===== src/rtl/pointer_file_pkg.sv =====
// Shared constants, width helper and count-direction type for the pointer file.
package pointer_file_pkg;

  // Index width for v entries, never less than one bit.
  function automatic int clog2_min1(input int v);
    int r;
    r = 0;
    for (int i = 0; i < 31; i++) begin
      if ((32'd1 << i) < v) r = i + 1;
    end
    return (r < 1) ? 1 : r;
  endfunction

  localparam int AW_DEFAULT   = 16;
  localparam int NPTR_DEFAULT = 4;
  localparam int PW = clog2_min1(NPTR_DEFAULT);
  localparam int BW = clog2_min1(AW_DEFAULT / 8);

  typedef enum logic {
    CNT_UP   = 1'b0,
    CNT_DOWN = 1'b1
  } cnt_dir_e;

endpackage


===== src/rtl/pointer_cell.sv =====
// One AW-bit pointer: byte-lane load, up/down count, combinational wrap detect.
module pointer_cell
  import pointer_file_pkg::*;
#(
  parameter int AW = 16,
  parameter int BW = 1
) (
  input  logic          n_clk,
  input  logic          n_rst,
  input  logic          we,
  input  logic [BW-1:0] wbyte,
  input  logic [7:0]    di,
  input  logic          cnt,
  input  cnt_dir_e      dir,
  output logic [AW-1:0] q,
  output logic          wrap
);
  localparam int NB = AW / 8;

  logic [AW-1:0] q_r;
  logic [AW-1:0] nxt_s;

  // Next value: a lane write overrides counting; wrap flags the count roll-over.
  always_comb begin
    nxt_s = q_r;
    wrap  = 1'b0;
    if (we) begin
      for (int b = 0; b < NB; b++) begin
        if (wbyte == BW'(b)) nxt_s[b*8 +: 8] = di;
      end
    end else if (cnt) begin
      if (dir == CNT_DOWN) begin
        nxt_s = q_r - AW'(1);
        wrap  = (q_r == {AW{1'b0}});
      end else begin
        nxt_s = q_r + AW'(1);
        wrap  = &q_r;
      end
    end else begin
      nxt_s = q_r;
    end
  end

  // Pointer register with asynchronous clear.
  always_ff @(posedge n_clk or negedge n_rst) begin
    if (!n_rst) q_r <= {AW{1'b0}};
    else        q_r <= nxt_s;
  end

  assign q = q_r;

endmodule


===== src/rtl/pointer_file.sv =====
// NPTR pointers behind a rotating logical-to-physical base, with byte load/readout.
module pointer_file
  import pointer_file_pkg::*;
#(
  parameter int AW   = 16,
  parameter int NPTR = 4,
  localparam int PW  = clog2_min1(NPTR),
  localparam int BW  = clog2_min1(AW / 8)
) (
  input  logic          n_clk,
  input  logic          n_rst,
  input  logic [7:0]    di,
  input  logic          we,
  input  logic [PW-1:0] wsel,
  input  logic [BW-1:0] wbyte,
  input  logic          inc,
  input  logic [PW-1:0] inc_sel,
  input  logic          dec,
  input  logic          rot,
  input  logic [PW-1:0] asel,
  output logic [AW-1:0] addr,
  input  logic [PW-1:0] rsel,
  input  logic [BW-1:0] rbyte,
  output logic [7:0]    dout,
  output logic [PW-1:0] base,
  output logic          wrap
);
  localparam int NB = AW / 8;

  logic [PW-1:0]   base_r;
  logic            wrap_r;
  logic [AW-1:0]   ptr_s [NPTR];
  logic [NPTR-1:0] cell_wrap_s;
  logic [PW-1:0]   wsel_p_s, inc_p_s, asel_p_s, rsel_p_s;
  logic            lane_ok_s, we_ok_s, conflict_s;
  logic [AW-1:0]   rword_s;

  // NPTR is a power of two, so PW-bit addition is the modulo mapping.
  assign wsel_p_s = wsel + base_r;
  assign inc_p_s  = inc_sel + base_r;
  assign asel_p_s = asel + base_r;
  assign rsel_p_s = rsel + base_r;

  assign lane_ok_s  = ({1'b0, wbyte} < (BW+1)'(NB));
  assign we_ok_s    = we && lane_ok_s;
  assign conflict_s = we_ok_s && (wsel_p_s == inc_p_s);

  for (genvar i = 0; i < NPTR; i++) begin : g_cell
    pointer_cell #(.AW(AW), .BW(BW)) u_cell (
      .n_clk (n_clk),
      .n_rst (n_rst),
      .we    (we_ok_s && (wsel_p_s == PW'(i))),
      .wbyte (wbyte),
      .di    (di),
      .cnt   (inc && (inc_p_s == PW'(i)) && !conflict_s),
      .dir   (cnt_dir_e'(dec)),
      .q     (ptr_s[i]),
      .wrap  (cell_wrap_s[i])
    );
  end

  // Rotation base; selects above always see the pre-rotation value.
  always_ff @(posedge n_clk or negedge n_rst) begin
    if (!n_rst)   base_r <= {PW{1'b0}};
    else if (rot) base_r <= base_r + PW'(1);
    else          base_r <= base_r;
  end

  // Wrap pulse: at most one cell counts per cycle, so OR-reduce is exact.
  always_ff @(posedge n_clk or negedge n_rst) begin
    if (!n_rst) wrap_r <= 1'b0;
    else        wrap_r <= |cell_wrap_s;
  end

  assign addr    = ptr_s[asel_p_s];
  assign rword_s = ptr_s[rsel_p_s];

  // Byte readout of the selected pointer.
  always_comb begin
    dout = 8'h00;
    for (int b = 0; b < NB; b++) begin
      if (rbyte == BW'(b)) dout = rword_s[b*8 +: 8];
    end
  end

  assign base = base_r;
  assign wrap = wrap_r;

endmodule


===== config.mk =====
export PLATFORM = sky130hd
export DESIGN_NAME = pointer_file
export DESIGN_NICKNAME = d
export VERILOG_FILES = /design/src/rtl/pointer_file_pkg.sv /design/src/rtl/pointer_cell.sv /design/src/rtl/pointer_file.sv
export SDC_FILE = /design/constraint.sdc
export NUM_CORES = 1
export LEC_CHECK = 0
export ABC_AREA = 0
export CORE_UTILIZATION = 50
export CTS_BUF_LIST = sky130_fd_sc_hd__clkbuf_4 sky130_fd_sc_hd__clkbuf_8 sky130_fd_sc_hd__clkbuf_16
export CTS_CLUSTER_DIAMETER = 100
export DETAILED_ROUTE_END_ITERATION = 7
export MAX_ROUTING_LAYER = met4
export PLACE_DENSITY = 0.72
export SETUP_SLACK_MARGIN = 0.4
export SLEW_MARGIN = 20
export SYNTH_ARGS = -nofsm -noshare
export SYNTH_HDL_FRONTEND = slang
export SYNTH_HIERARCHICAL = 1
export SYNTH_SLANG_ARGS = --single-unit
export TNS_END_PERCENT = 50

===== constraint.sdc =====
create_clock -name n_clk -period 3.2 [get_ports n_clk]
set_clock_uncertainty 0.05 [all_clocks]
set_input_delay 0.8 -clock n_clk [delete_from_list [all_inputs] [get_ports n_clk]]
set_output_delay 0.8 -clock n_clk [all_outputs]
set_load 0.03 [all_outputs]

Word level (Yosys, flattened, before mapping)
Index checks and enable logic that the tools add are counted.
{"block": "word_totals", "output_inout_bits": 27, "in_bits": 24, "regBits": 67, "elab_cells": 112}
{"block": "classes", "eq_ne": 15, "n_reduce_logical": 37, "order_cmp": 2, "addsub": 13, "muxes": 33, "bitwise_logic": 2}
{"operator": "16-bit 2-to-1 mux", "n": 16}
{"operator": "16-bit by 1-bit adder with 16-bit output, second input constant", "n": 4}
{"operator": "16-bit binary-select mux with 2-bit select", "n": 2}
{"operator": "16-bit zero test", "n": 4}
{"operator": "16-bit AND reduction", "n": 4}
{"operator": "16-bit by 1-bit subtractor with 16-bit output, second input constant", "n": 4}
{"operator": "8-bit 2-to-1 mux", "n": 3}
{"operator": "2-bit inequality test, second input constant", "n": 8}
{"operator": "2-bit AND reduction", "n": 8}
{"operator": "1-bit logical AND", "n": 13}
{"operator": "1-bit 2-to-1 mux", "n": 12}
{"operator": "2-bit adder", "n": 4}
{"operator": "2-bit equality test, second input constant", "n": 4}
{"operator": "2-bit nonzero test", "n": 4}
{"operator": "3-bit >= comparator, second input constant", "n": 2}
{"operator": "2-bit inverter with 3-bit output", "n": 2}
{"operator": "2-bit by 1-bit equality test with 1-bit output, second input constant", "n": 2}
{"operator": "2-bit zero test", "n": 2}
{"operator": "4-bit OR reduction", "n": 1}
{"operator": "2-bit by 1-bit adder with 2-bit output, second input constant", "n": 1}
{"operator": "2-bit equality test", "n": 1}
{"operator": "1-bit zero test", "n": 1}

Logic depth before layout (Yosys ltp)
{"block": "depth", "ltp_word": 8, "depth_mapped": 11, "ltp_nobuf": 9}

Cells and area by module
The synthesis kept the hierarchy.
{"mod": "pointer_cell at g_cell[0].u_cell ...", "area_each_um2": 1524.0, "instances": 3, "seq_area_each_um2": 400.4, "cells_per_inst": 179}
{"mod": "pointer_cell at g_cell[3].u_cell", "area_each_um2": 1595.3, "instances": 1, "seq_area_each_um2": 400.4, "cells_per_inst": 191}
{"mod": "pointer_file", "area_each_um2": 1353.8, "instances": 1, "seq_area_each_um2": 75.1, "cells_per_inst": 100}

Worst setup path before layout
Ideal clock, no wire load.
{"block": "synth_timing", "path_kind": "input-to-output", "start": "in asel[0]", "end": "out addr[10]", "path_buffers": 2, "required_ps": 2350, "path_slack_ps": -119, "path_stages": 4, "arrival_ps": 2469, "path_cell_list": "ha_1 -> clkbuf_1 -> buf_2 -> mux4_1"}
{"block": "synth_via", "elab_chain_len": 5}
{"item": "from (decl)", "line": "pointer_file.sv:20", "text": "input logic [PW-1:0] asel,"}
{"item": "2-bit adder", "line": "pointer_file.sv:41", "text": "assign asel_p_s = asel + base_r;"}
{"item": "2-bit inverter with 3-bit output (not written as such)", "line": "pointer_file.sv:75", "text": "assign addr = ptr_s[asel_p_s];"}
{"item": "16-bit binary-select mux with 2-bit select", "line": "pointer_file.sv:75"}
{"item": "16-bit 2-to-1 mux (not written as such) (2 in a row)", "line": "pointer_file.sv:75"}
{"item": "to (decl)", "line": "pointer_file.sv:21", "text": "output logic [AW-1:0] addr,"}
Every way passes these cells. The select of a mux whose other input is x is not followed.

Worst setup path in the final report
{"block": "layout_timing", "start": "in rsel[0]", "end": "out dout[4]"}
{"block": "layout_via", "elab_chain_len": 6}
{"item": "from (decl)", "line": "pointer_file.sv:22", "text": "input logic [PW-1:0] rsel,"}
{"item": "2-bit adder", "line": "pointer_file.sv:42", "text": "assign rsel_p_s = rsel + base_r;"}
{"item": "2-bit inverter with 3-bit output (not written as such)", "line": "pointer_file.sv:76", "text": "assign rword_s = ptr_s[rsel_p_s];"}
{"item": "16-bit binary-select mux with 2-bit select", "line": "pointer_file.sv:76"}
{"item": "16-bit 2-to-1 mux (not written as such) (2 in a row)", "line": "pointer_file.sv:76"}
{"item": "8-bit 2-to-1 mux", "line": "pointer_file.sv:82", "text": "if (rbyte == BW'(b)) dout = rword_s[b*8 +: 8];"}
{"item": "to (decl)", "line": "pointer_file.sv:24", "text": "output logic [7:0] dout,"}
Every way passes these cells. The select of a mux whose other input is x is not followed.

==> impl_metrics.json <==
{
  "status": "complete, but fails checks",
  "violations": "design-rule violations",
  "numPortBuffers": 50,
  "die_x_um": 125,
  "yosysUniqueCellTypes": 68,
  "die_h_um": 125,
  "clockBufferDepth": 2,
  "start_util_pct": 51.6,
  "core_um2": 14600,
  "hpwl_um": 17800,
  "cts-buffers-inserted": 9,
  "syn_area_per_cell_um2": 9.08,
  "pin_count": 51,
  "routabilityCongestion": 0.932,
  "cap_viol_max_count": 0,
  "rr_startpoint": "base[0]",
  "switching_share_pct": 48.7,
  "period_share_pct": 98.5,
  "post-route-util_pct": 64.0,
  "postRouteAntennaNets": 0,
  "nets": 1029,
  "end_kind": "output pin",
  "worst-setup-path-type": "in -> out",
  "synthArstFlopShare_pct": 100,
  "dieArea_um2": 15500,
  "wl_met1_um": 9950,
  "critPathTopFamily": "multiplexers",
  "yosys.area_share.simple_pct": 15.4,
  "vias": 7417,
  "finalWirelength_um": 24600,
  "rrSetupSlack_ns": 0.67,
  "slew_headroom_pct": 47.9,
  "grt_pass1_vias": 7080,
  "rsz0062_at_grt": "yes",
  "drt_iter0_drc": 958,
  "antenna_found_initial": 0,
  "ys_seq_elements": 67,
  "crit_fanout": 7,
  "seq_area_frac_synth_pct": 22.3,
  "yosysWarnings": 6,
  "worstRegToRegCells": 10,
  "hold_viol": 0,
  "cts_tree": "built",
  "combinationalPowerShare_pct": 73.8,
  "placed_area_um2": 8540,
  "core.rowCount": 44,
  "netlist_instances": 828,
  "drc": 1,
  "grt_overflow": 0,
  "fill_cells": 1156,
  "crit_path_start_kind": "primary input",
  "synth.cell_area_um2": 7520,
  "r2r-end": "g_cell[3].u_cell/q[10]",
  "grt_pass1_wl_um": 38600,
  "synthAdderAreaFrac_pct": 11.0,
  "clock-sinks": 67,
  "crit_chain": "buf_6 > ha_4 > xor2_4 > xnor2_4 > buf_8 > mux4_2 > buf_6",
  "synth_xor_area_share_pct": 8.17,
  "clockPowerShare_pct": 8.3,
  "cpMostUsedCell": "buf_6",
  "cpPeakStageDelay_ns": 0.57,
  "htree_levels": 3,
  "fin_crit_ns": 3.15,
  "root_buffer": "clkbuf_16",
  "highest_layer": "met4",
  "p_sw_uw": 6100,
  "maxSlewViolCount": 0,
  "synth.area.mux_share_pct": 16.8,
  "grt_use_total_pct": 32.7,
  "seqPwrFrac_pct": 17.9,
  "p_int_uw": 6410,
  "synth_edf_count": 0,
  "drtPass1Iterations": 8,
  "drive_gt1_share_pct": 26.5,
  "power_density_nw_per_um2": 1340,
  "routed_via_density": 6.56,
  "synth_top_family_by_area": "compound AO/OA/AOI/OAI gates",
  "required_ns": 2.35,
  "synthFlopType": "dfrtp_1",
  "hp-class": "in -> async",
  "stdcell_area_um2": 9340,
  "critPathArrivalTime_ns": 2.30,
  "wl_met3_um": 2110,
  "worst_slew_pin_slew_ns": 0.781,
  "ir_drop_mv": 0.827,
  "insertion_delay_ns": 0.35,
  "n_antenna_cell": 0,
  "grt_max_degree": 37,
  "fmax_mhz": 317,
  "cp_num_buf_inv": 3,
  "routed_wire_length_per_instance_um": 21.7,
  "synth_compound_area_share_pct": 22.8,
  "area_delta_synth_final_pct": 24.1,
  "crit_path_top_delay_cell": "mux4_2",
  "setup_viol": 0,
  "wl_met2_um": 11200,
  "p_leak_uw": 0.00379,
  "syn_nets": 916,
  "power_uw": 12500,
  "clkTransAtPathRegs_ns": 0.06
}
## cells by family after synthesis
| logic type | count (synthesis) |
|---|---|
| compound gates | 270 |
| mux | 86 |
| buf+inv | 42 |
| fa+ha+maj | 64 |
| xor+xnor | 65 |
| simple gates | 234 |
| flops | 67 |
## power groups by stage
stage | clock, uW | sequential, uW | combinational, uW
final | 1040 | 2230 | 9230
after global routing | 1080 | 2250 | 9920
after floorplan | 0 | 1800 | 6030
after CTS | 1050 | 2140 | 8900
after global placement | 0 | 2140 | 8160
after detailed placement | 0 | 2140 | 8250
## sequential cells by signal (all words and copies together), names as in the netlist
signal           flops
wrap                 1
base                 2
g_cell.u_cell/q     64
## worst register-to-register path: cells and delay by family, from the launching register on
kind / cells / cell delay, ns
and+or+nand+nor: 1 / 0.17
xor gates and xnor gates: 2 / 0.40
adders and majority gates: 1 / 0.17
DFF: 1 / 0.47
AOI/OAI and AO/OA: 3 / 0.60
buffers and inverters: 3 / 0.55
## cell usage after synthesis, drive strengths merged (3+ instances only)
library cell / instances / area share (%)
nand2: 98 / 4.9
o21ai: 82 / 5.5
a21oi: 76 / 5.1
dfrtp: 67 / 22
ha: 60 / 10
mux2: 55 / 8.2
nor2: 36 / 1.8
xnor2: 35 / 4.4
xor2: 30 / 3.7
mux4: 24 / 7.6
a31oi: 20 / 1.7
buf: 19 / 2.0
nand4: 19 / 1.6
clkbuf: 18 / 1.3
a21o: 17 / 1.7
nor3: 17 / 1.1
nand3b: 14 / 1.4
a211oi: 12 / 1.4
nor4: 12 / 1.0
o21bai: 10 / 1.1
o31ai: 9 / 0.90
nand3: 8 / 0.53
o211ai: 8 / 0.93
mux2i: 7 / 0.93
a41oi: 6 / 0.70
nand2b: 6 / 0.50
o21a: 6 / 0.60
a21boi: 5 / 0.65
inv: 5 / 0.25
fa: 4 / 1.1
nand4b: 4 / 0.47
nor4b: 4 / 0.47
a221o: 3 / 0.40
and2: 3 / 0.30
and4: 3 / 0.35
nor3b: 3 / 0.30
o22a: 3 / 0.35
o41ai: 3 / 0.65
## cell usage in the layout (no fill, tap or decap), drive strengths merged, types with 14 or more instances in the layout
cell and instances:
a21o 17, a21oi 76, a31oi 20, buf 119, clkdlybuf4s50 17, dfrtp 67, ha 60, mux2 55
mux4 24, nand2 98, nand3b 14, nand4 19, nor2 36, nor3 17, o21ai 82, xnor2 35
xor2 30
## what timing repair did
item,4_1_cts,5_1_grt
setup buffers,4,10
gates cloned,3,0
pin swaps,7,9
resized for setup,103,20
hold buffers,0,0
endpoints found under the setup margin,68,61
## how the worst max path moves through the flow
stage / startpoint / to / slack (ns) / depth (start not counted)
5_1_grt: rsel[0] / dout[4] / 0.01 / 7
4_1_cts: rsel[0] / dout[4] / 0.03 / 7
2_1_floorplan: rsel[0] / dout[0] / 0.22 / 4
3_3_place_gp: rsel[0] / dout[6] / -0.63 / 6
6_report: rsel[0] / dout[4] / 0.05 / 7
3_5_place_dp: rsel[0] / dout[6] / -0.63 / 6
## through the flow
| stage | setup WS [ns] | std cells | TNS, ns | hold slack [ns] |
|---|---|---|---|---|
| 2_1_floorplan | 0.217 | 828 | 0 | 0.454 |
| 3_3_place_gp | -0.625 | 1097 | -10.40 | 0.540 |
| 3_5_place_dp | -0.633 | 1097 | -11.20 | 0.557 |
| 4_1_cts | 0.0271 | 1120 | 0 | 0.506 |
| 5_1_grt | 0.0144 | 1130 | 0 | 0.535 |
| 6_report | 0.0464 | 1130 | 0 | 0.479 |
## layer usage
layer / track usage (%) / up-vias
met5: - / -
met2: 49.7 / 398
met1: 42.6 / 3500
li1: - / 3409
met3: 5.03 / 110
met4: 15.8 / 0
## cell type report
type | count | area, um^2 | share of cell area, %
Clock inverter | 5 | 61.3 | 0.657
Timing Repair Buffer | 139 | 1410 | 15.1
Inverter | 5 | 18.8 | 0.201
Sequential cell | 67 | 1680 | 18.0
Clock buffer | 11 | 253 | 2.71
Multi-Input combinational cell | 719 | 5690 | 60.9
Tap cell | 184 | 230 | 2.47
Power figures use the tool's default switching activity.
